--- src/rtl/rr_arbiter_8.sv ---
// Round-robin arbiter for eight requesters with a registered one-hot grant and its binary index.
// Define HOLD_TIMEOUT_EN to revoke a grant that has been held for MAX_HOLD cycles.
module rr_arbiter_8 #(
   parameter int NUM_REQ  = 8,
   parameter int IDX_W    = 3,
   parameter int MAX_HOLD = 16
) (
   input  logic               clk,
   input  logic               rst,
   input  logic [NUM_REQ-1:0] req,
   output logic [NUM_REQ-1:0] grant,
   output logic [IDX_W-1:0]   grant_idx,
   output logic               grant_valid,
   output logic               timeout
);

   typedef enum logic {
      IDLE,
      GRANT
   } stateT;

   stateT              state;
   stateT              stateNext;
   logic [IDX_W-1:0]   ptr;
   logic [IDX_W-1:0]   ptrNext;
   logic [IDX_W-1:0]   cand;
   logic [IDX_W-1:0]   winIdx;
   logic               found;
   logic [NUM_REQ-1:0] grantNext;
   logic [IDX_W-1:0]   idxNext;
   logic               validNext;
`ifdef HOLD_TIMEOUT_EN
   logic [7:0]         holdCount;
   logic [7:0]         holdNext;
   logic               timeoutNext;
`endif

   // Scan the request vector starting at the priority pointer and wrapping past the top,
   // so the first hit is the requester that has waited longest since its last turn.
   always_comb begin
      found  = 1'b0;
      winIdx = '0;
      cand   = '0;
      for (int i = 0; i < NUM_REQ; i++) begin
         cand = ptr + IDX_W'(i);
         if (!found && req[cand]) begin
            found  = 1'b1;
            winIdx = cand;
         end
      end
   end

   // Next-state and next-output logic. Every grant ends with a trip back through IDLE,
   // which is what produces the mandatory idle cycle between successive grants.
   always_comb begin
      stateNext = state;
      ptrNext   = ptr;
      grantNext = grant;
      idxNext   = grant_idx;
      validNext = grant_valid;
`ifdef HOLD_TIMEOUT_EN
      holdNext    = holdCount;
      timeoutNext = 1'b0;
`endif
      case (state)
         IDLE: begin
            if (found) begin
               stateNext = GRANT;
               grantNext = NUM_REQ'(1) << winIdx;
               idxNext   = winIdx;
               validNext = 1'b1;
               ptrNext   = winIdx + IDX_W'(1);
`ifdef HOLD_TIMEOUT_EN
               holdNext  = 8'd0;
`endif
            end else begin
               grantNext = '0;
               idxNext   = '0;
               validNext = 1'b0;
            end
         end
         GRANT: begin
            if (!req[grant_idx]) begin
               stateNext = IDLE;
               grantNext = '0;
               idxNext   = '0;
               validNext = 1'b0;
`ifdef HOLD_TIMEOUT_EN
            end else if ({1'b0, holdCount} + 9'd1 == 9'(MAX_HOLD)) begin
               stateNext   = IDLE;
               grantNext   = '0;
               idxNext     = '0;
               validNext   = 1'b0;
               timeoutNext = 1'b1;
            end else begin
               holdNext = holdCount + 8'd1;
`endif
            end
         end
         default: begin
            stateNext = IDLE;
            grantNext = '0;
            idxNext   = '0;
            validNext = 1'b0;
         end
      endcase
   end

   // State, pointer and all grant outputs update together, keeping grant, index and valid consistent.
   always_ff @(posedge clk or posedge rst) begin
      if (rst) begin
         state       <= IDLE;
         ptr         <= '0;
         grant       <= '0;
         grant_idx   <= '0;
         grant_valid <= 1'b0;
      end else begin
         state       <= stateNext;
         ptr         <= ptrNext;
         grant       <= grantNext;
         grant_idx   <= idxNext;
         grant_valid <= validNext;
      end
   end

`ifdef HOLD_TIMEOUT_EN
   // Hold timer; timeout is registered so it coincides with the cycle the grant disappears.
   always_ff @(posedge clk or posedge rst) begin
      if (rst) begin
         holdCount <= 8'd0;
         timeout   <= 1'b0;
      end else begin
         holdCount <= holdNext;
         timeout   <= timeoutNext;
      end
   end
`else
   assign timeout = 1'b0;
`endif

endmodule

--- config.mk ---
export PLATFORM = sky130hd
export DESIGN_NAME = rr_arbiter_8
export DESIGN_NICKNAME = d
export VERILOG_FILES = /design/src/rtl/rr_arbiter_8.sv
export SDC_FILE = /design/constraint.sdc
export NUM_CORES = 1
export LEC_CHECK = 0
export CORE_MARGIN = 1.5
export CORE_UTILIZATION = 56
export CTS_BUF_LIST = sky130_fd_sc_hd__clkbuf_16
export DETAILED_ROUTE_END_ITERATION = 6
export PLACE_DENSITY = 0.8
export SLEW_MARGIN = 20
export SYNTH_ARGS = -nofsm -noshare
export SYNTH_HDL_FRONTEND = slang
export SYNTH_SLANG_ARGS = --single-unit
export TNS_END_PERCENT = 50
--- constraint.sdc ---
create_clock -name clk -period 5.7 [get_ports clk]
set_input_delay 1.14 -clock clk [delete_from_list [all_inputs] [get_ports clk]]
set_output_delay 1.14 -clock clk [all_outputs]
set_load 0.05 [all_outputs]
[Word-level counts from Yosys, hierarchy flattened]
Index checks and enable logic that the tools add are counted.
Word-level totals
  flip-flop bits (word level): 16
  input port bits: 10
  word-level logic and storage cells: 85
  output and inout bits: 13
Cells by class
  reduce and logical (&&, ||, !) cells: 15
  shift operators: 1
  bitwise logic cells: 1
  multiplexer cells: 45
  order comparisons: 9
  equal/unequal tests: 1
  add/sub/neg operators: 8
Operators with widths (count)
  $lt 3x4->1 const B: 9
  $mux 3: 10
  $bmux 1 s3: 9
  $mux 1: 20
  $mux 8: 2
  $pmux 8 s2: 1
  $add 3x3->3 const B: 4
  $shl 1x3->8 const A: 1
  $logic_and 1x1->1: 7
  $logic_not 1->1: 7
  $add 3x1->3 const B: 2
  $add 3x2->3 const B: 2
  $pmux 3 s2: 1
  $pmux 1 s2: 2
  $ne 2x2->1 const B: 1
  $reduce_and 2->1: 1
  $not 1->1: 1

[Longest topological paths before layout]
  depth in word-level cells: 27
  gate-level depth with buffers: 17

[Least setup slack after synthesis]
Ideal clock, no wire load.
  path kind: register to register
  start: reg ptr[1]
  end: reg ptr[2]
  data required time: 5573 ps
  arrival time: 3578 ps
  stages on the path, launching flop included: 16
  setup slack: 1995 ps
  path buffers: 4
  setup time: 127 ps
  path through: dfrtp_1 > buf_4 > clkbuf_1 > inv_1 > ha_1 > buf_6 > buf_2 > mux2_2 > mux4_1 > o21bai_1 > a211oi_1 > nor2_1 > ha_1 > ha_1 > nand2_1 > o21ai_0
On the way
  cells in the longest elaborated chain, start to end: 25
Ends and longest elaborated chain
  start, declared: RTL line 24  | logic [IDX_W-1:0] ptr;
  start signal, assigned: RTL line 119  | ptr <= ptrNext;
  branches (longest 25 deep; another with $add 3x1->3)
Several ways; the timed one is not identified. The select of a mux whose other input is x is not followed.
A chain may end at the register's enable or synchronous reset.

[Worst setup path after layout]
  start: reg ptr[0]
  end: reg ptr[2]
Same word-level chain as after synthesis.

==> results.tsv <==
metric	value	unit
status	complete, no violations	
post-route-period-util	75.6	%
antenna_found_initial	0	
synthToLayoutAreaGrowth	13.1	%
place_hpwl	3310	um
place_congestion	0.888	
stdcell_count	232	
track_usage	27.3	%
fmax	0.232	GHz
cts_buffers	3	
die_area	0.00373	mm^2
ctsResizeCount	0	
post-cts-setup-buffer-count	0	
finClkSkew	0.00202	ns
core	0.00313	mm^2
start_kind	flip-flop	
synth_edf_count	0	
setup_tns	0	ns
dp.cells	228	
grt_remaining_overflow	0	
die_w	61.1	um
finalSetupViolations	0	
synth.avg_cell_area	10.4	um^2
synth_cell_types	47	
rows	20	
crit_family	adder cells	
drive_gt1_share	15.4	%
worstHoldPathType	reg -> reg	
insertion_delay	0.25	ns
yosys_most_used_dff	dfrtp_1	
maxSlewViolCount	0	
cts_tree	yes	
ant_nets	0	
slowest_stage	ha_1	
clkTransAtPathRegs	0.05	ns
grt_start_max_net_pins	23	
cap_viol_max_count	0	
required	5.80	ns
routedWlPerCell	19.4	um
grt_pass1_vias	1441	
cp_common_cell	ha_1	
relSlewSlack	53.8	%
cts_sinks	16	
holdBufCountCts	0	
die_h	61.1	um
vias	1535	
fin_crit	4.31	ns
tightest_slew	0.692	ns
initial_core_util	60.4	%
syn-cell-area	0.00189	mm^2
grt_pass1_wl	7460	um
finalHoldViolations	0	
ys_ff_latch	16	
clock-root-buffer	clkbuf_16	
critPathKind	reg -> reg	
first_iter_violations	120	
synth_warnings	0	
top_level_ports	23	
first_pass_iters	4	
synth_nets	198	
worst_hold_slack	0.477	ns
via_per_inst	6.62	
cp.arrival	4.41	ns
ys_seq_area_share	21.2	%
crit_path_cell_trace	inv_2, ha_1, mux4_1, mux2i_1, nor3_1, a31oi_1, nand4b_1, a21oi_1, inv_1, ha_1, ha_1, nand2_1, o21ai_0	
slowest_delay	0.80	ns
rsz0062_at_grt	no	
end_kind	flip-flop	
path_buf_inv	2	
io_buffers	21	
totalWireLength	4500	um
worstPathMaxFanout	18	
htree_levels	1	
drc	0	
diodes	0	
ys_async_sr_fraction	100	%
layout.nets	206	
clk_path_buf_depth	2	
syn_inst	181	
[per-layer routing]
metal / up-vias / track usage, % / share of wire [%]
met5: - / 0 / 0
met4: 0 / 4.66 / 0.58
met3: 4 / 4.41 / 5.3
met2: 55 / 43.9 / 49
met1: 772 / 39.9 / 45
li1: 704 / - / -
[registers in the layout (all words and copies together) (netlist names)]
register,count
grant,8
grant_valid,1
state,1
grant_idx,3
ptr,3
[area by class of cell]
class | count | area (um^2)
multi-input cells | 133 | 1340
fillers | 227 | 991
flip-flops and latches | 16 | 400
repair buffers | 22 | 218
clock buffers | 3 | 75.1
well taps | 44 | 55.1
inverters | 13 | 48.8
clock inverters | 1 | 3.75
[placed cells by master (no fill, tap or decap), types with 7 or more instances in the layout]
cell and instances:
clkdlybuf4s50_1 21, nand2_1 17, o21ai_0 11, mux2_2 9, mux2i_1 10, dfrtp_1 16, ha_1 7, inv_1 11
mux4_1 13, nor2_1 7, a21oi_1 9
[synth_stat cells, drive strengths merged, types with 3 or more instances]
master,number,share of area (%)
mux4,19,25
nand2,17,3.4
dfrtp,16,21
inv,13,2.6
o21ai,11,2.9
a21oi,10,2.8
clkbuf,10,2.1
mux2,10,6.2
mux2i,10,5.3
buf,9,3.4
nor2,8,1.7
ha,7,4.6
a32o,3,1.6
nor2b,3,0.99
o21a,3,1.2
xor2,3,1.4
[through the flow]
| stage | utilization [%] | area, um^2 | worst slack [ns] |
|---|---|---|---|
| after floorplan | - | 1890 | 1.99 |
| after global placement | 65.8 | 2060 | 1.38 |
| after detailed placement | 65.8 | 2060 | 1.32 |
| after CTS | 68.3 | 2140 | 1.41 |
| after global routing | 68.3 | 2140 | 1.02 |
| final | 68.3 | 2140 | 1.39 |
[worst min-delay path, cell delays in order (launching register included)]
cell	delay [ns]
dfrtp_1	0.34
nand2_1	0.04
o21ai_0	0.06
[cell families after synthesis]
logic type,synth area share (%)
multiplexers,36.7
buffers and inverters,8.08
flip-flops,21.2
adder cells (fa/ha/maj),4.64
AO/OA/AOI/OAI,16.9
XOR/XNOR,1.85
AND/OR/NAND/NOR,10.5
other,0.198
[path summary, 6_finish.rpt]
check	startpoint	slack (ns)	cells past startpoint	endpoint
max in group asynchronous	rst	4.06	2	grant[2]$_DFFE_PP0P_
max reg2reg	ptr[0]$_DFFE_PP0P_	1.39	13	ptr[2]$_DFFE_PP0P_
min	grant[1]$_DFFE_PP0P_	0.48	2	grant[1]$_DFFE_PP0P_
min reg2reg	grant[1]$_DFFE_PP0P_	0.48	2	grant[1]$_DFFE_PP0P_
max	ptr[0]$_DFFE_PP0P_	1.39	13	ptr[2]$_DFFE_PP0P_
min in group asynchronous	rst	1.26	2	grant_idx[0]$_DFFE_PP0P_
Power is left out: the tool's default activity adds up to more than one toggle a clock period on the data nets, which glitch-free logic cannot reach.
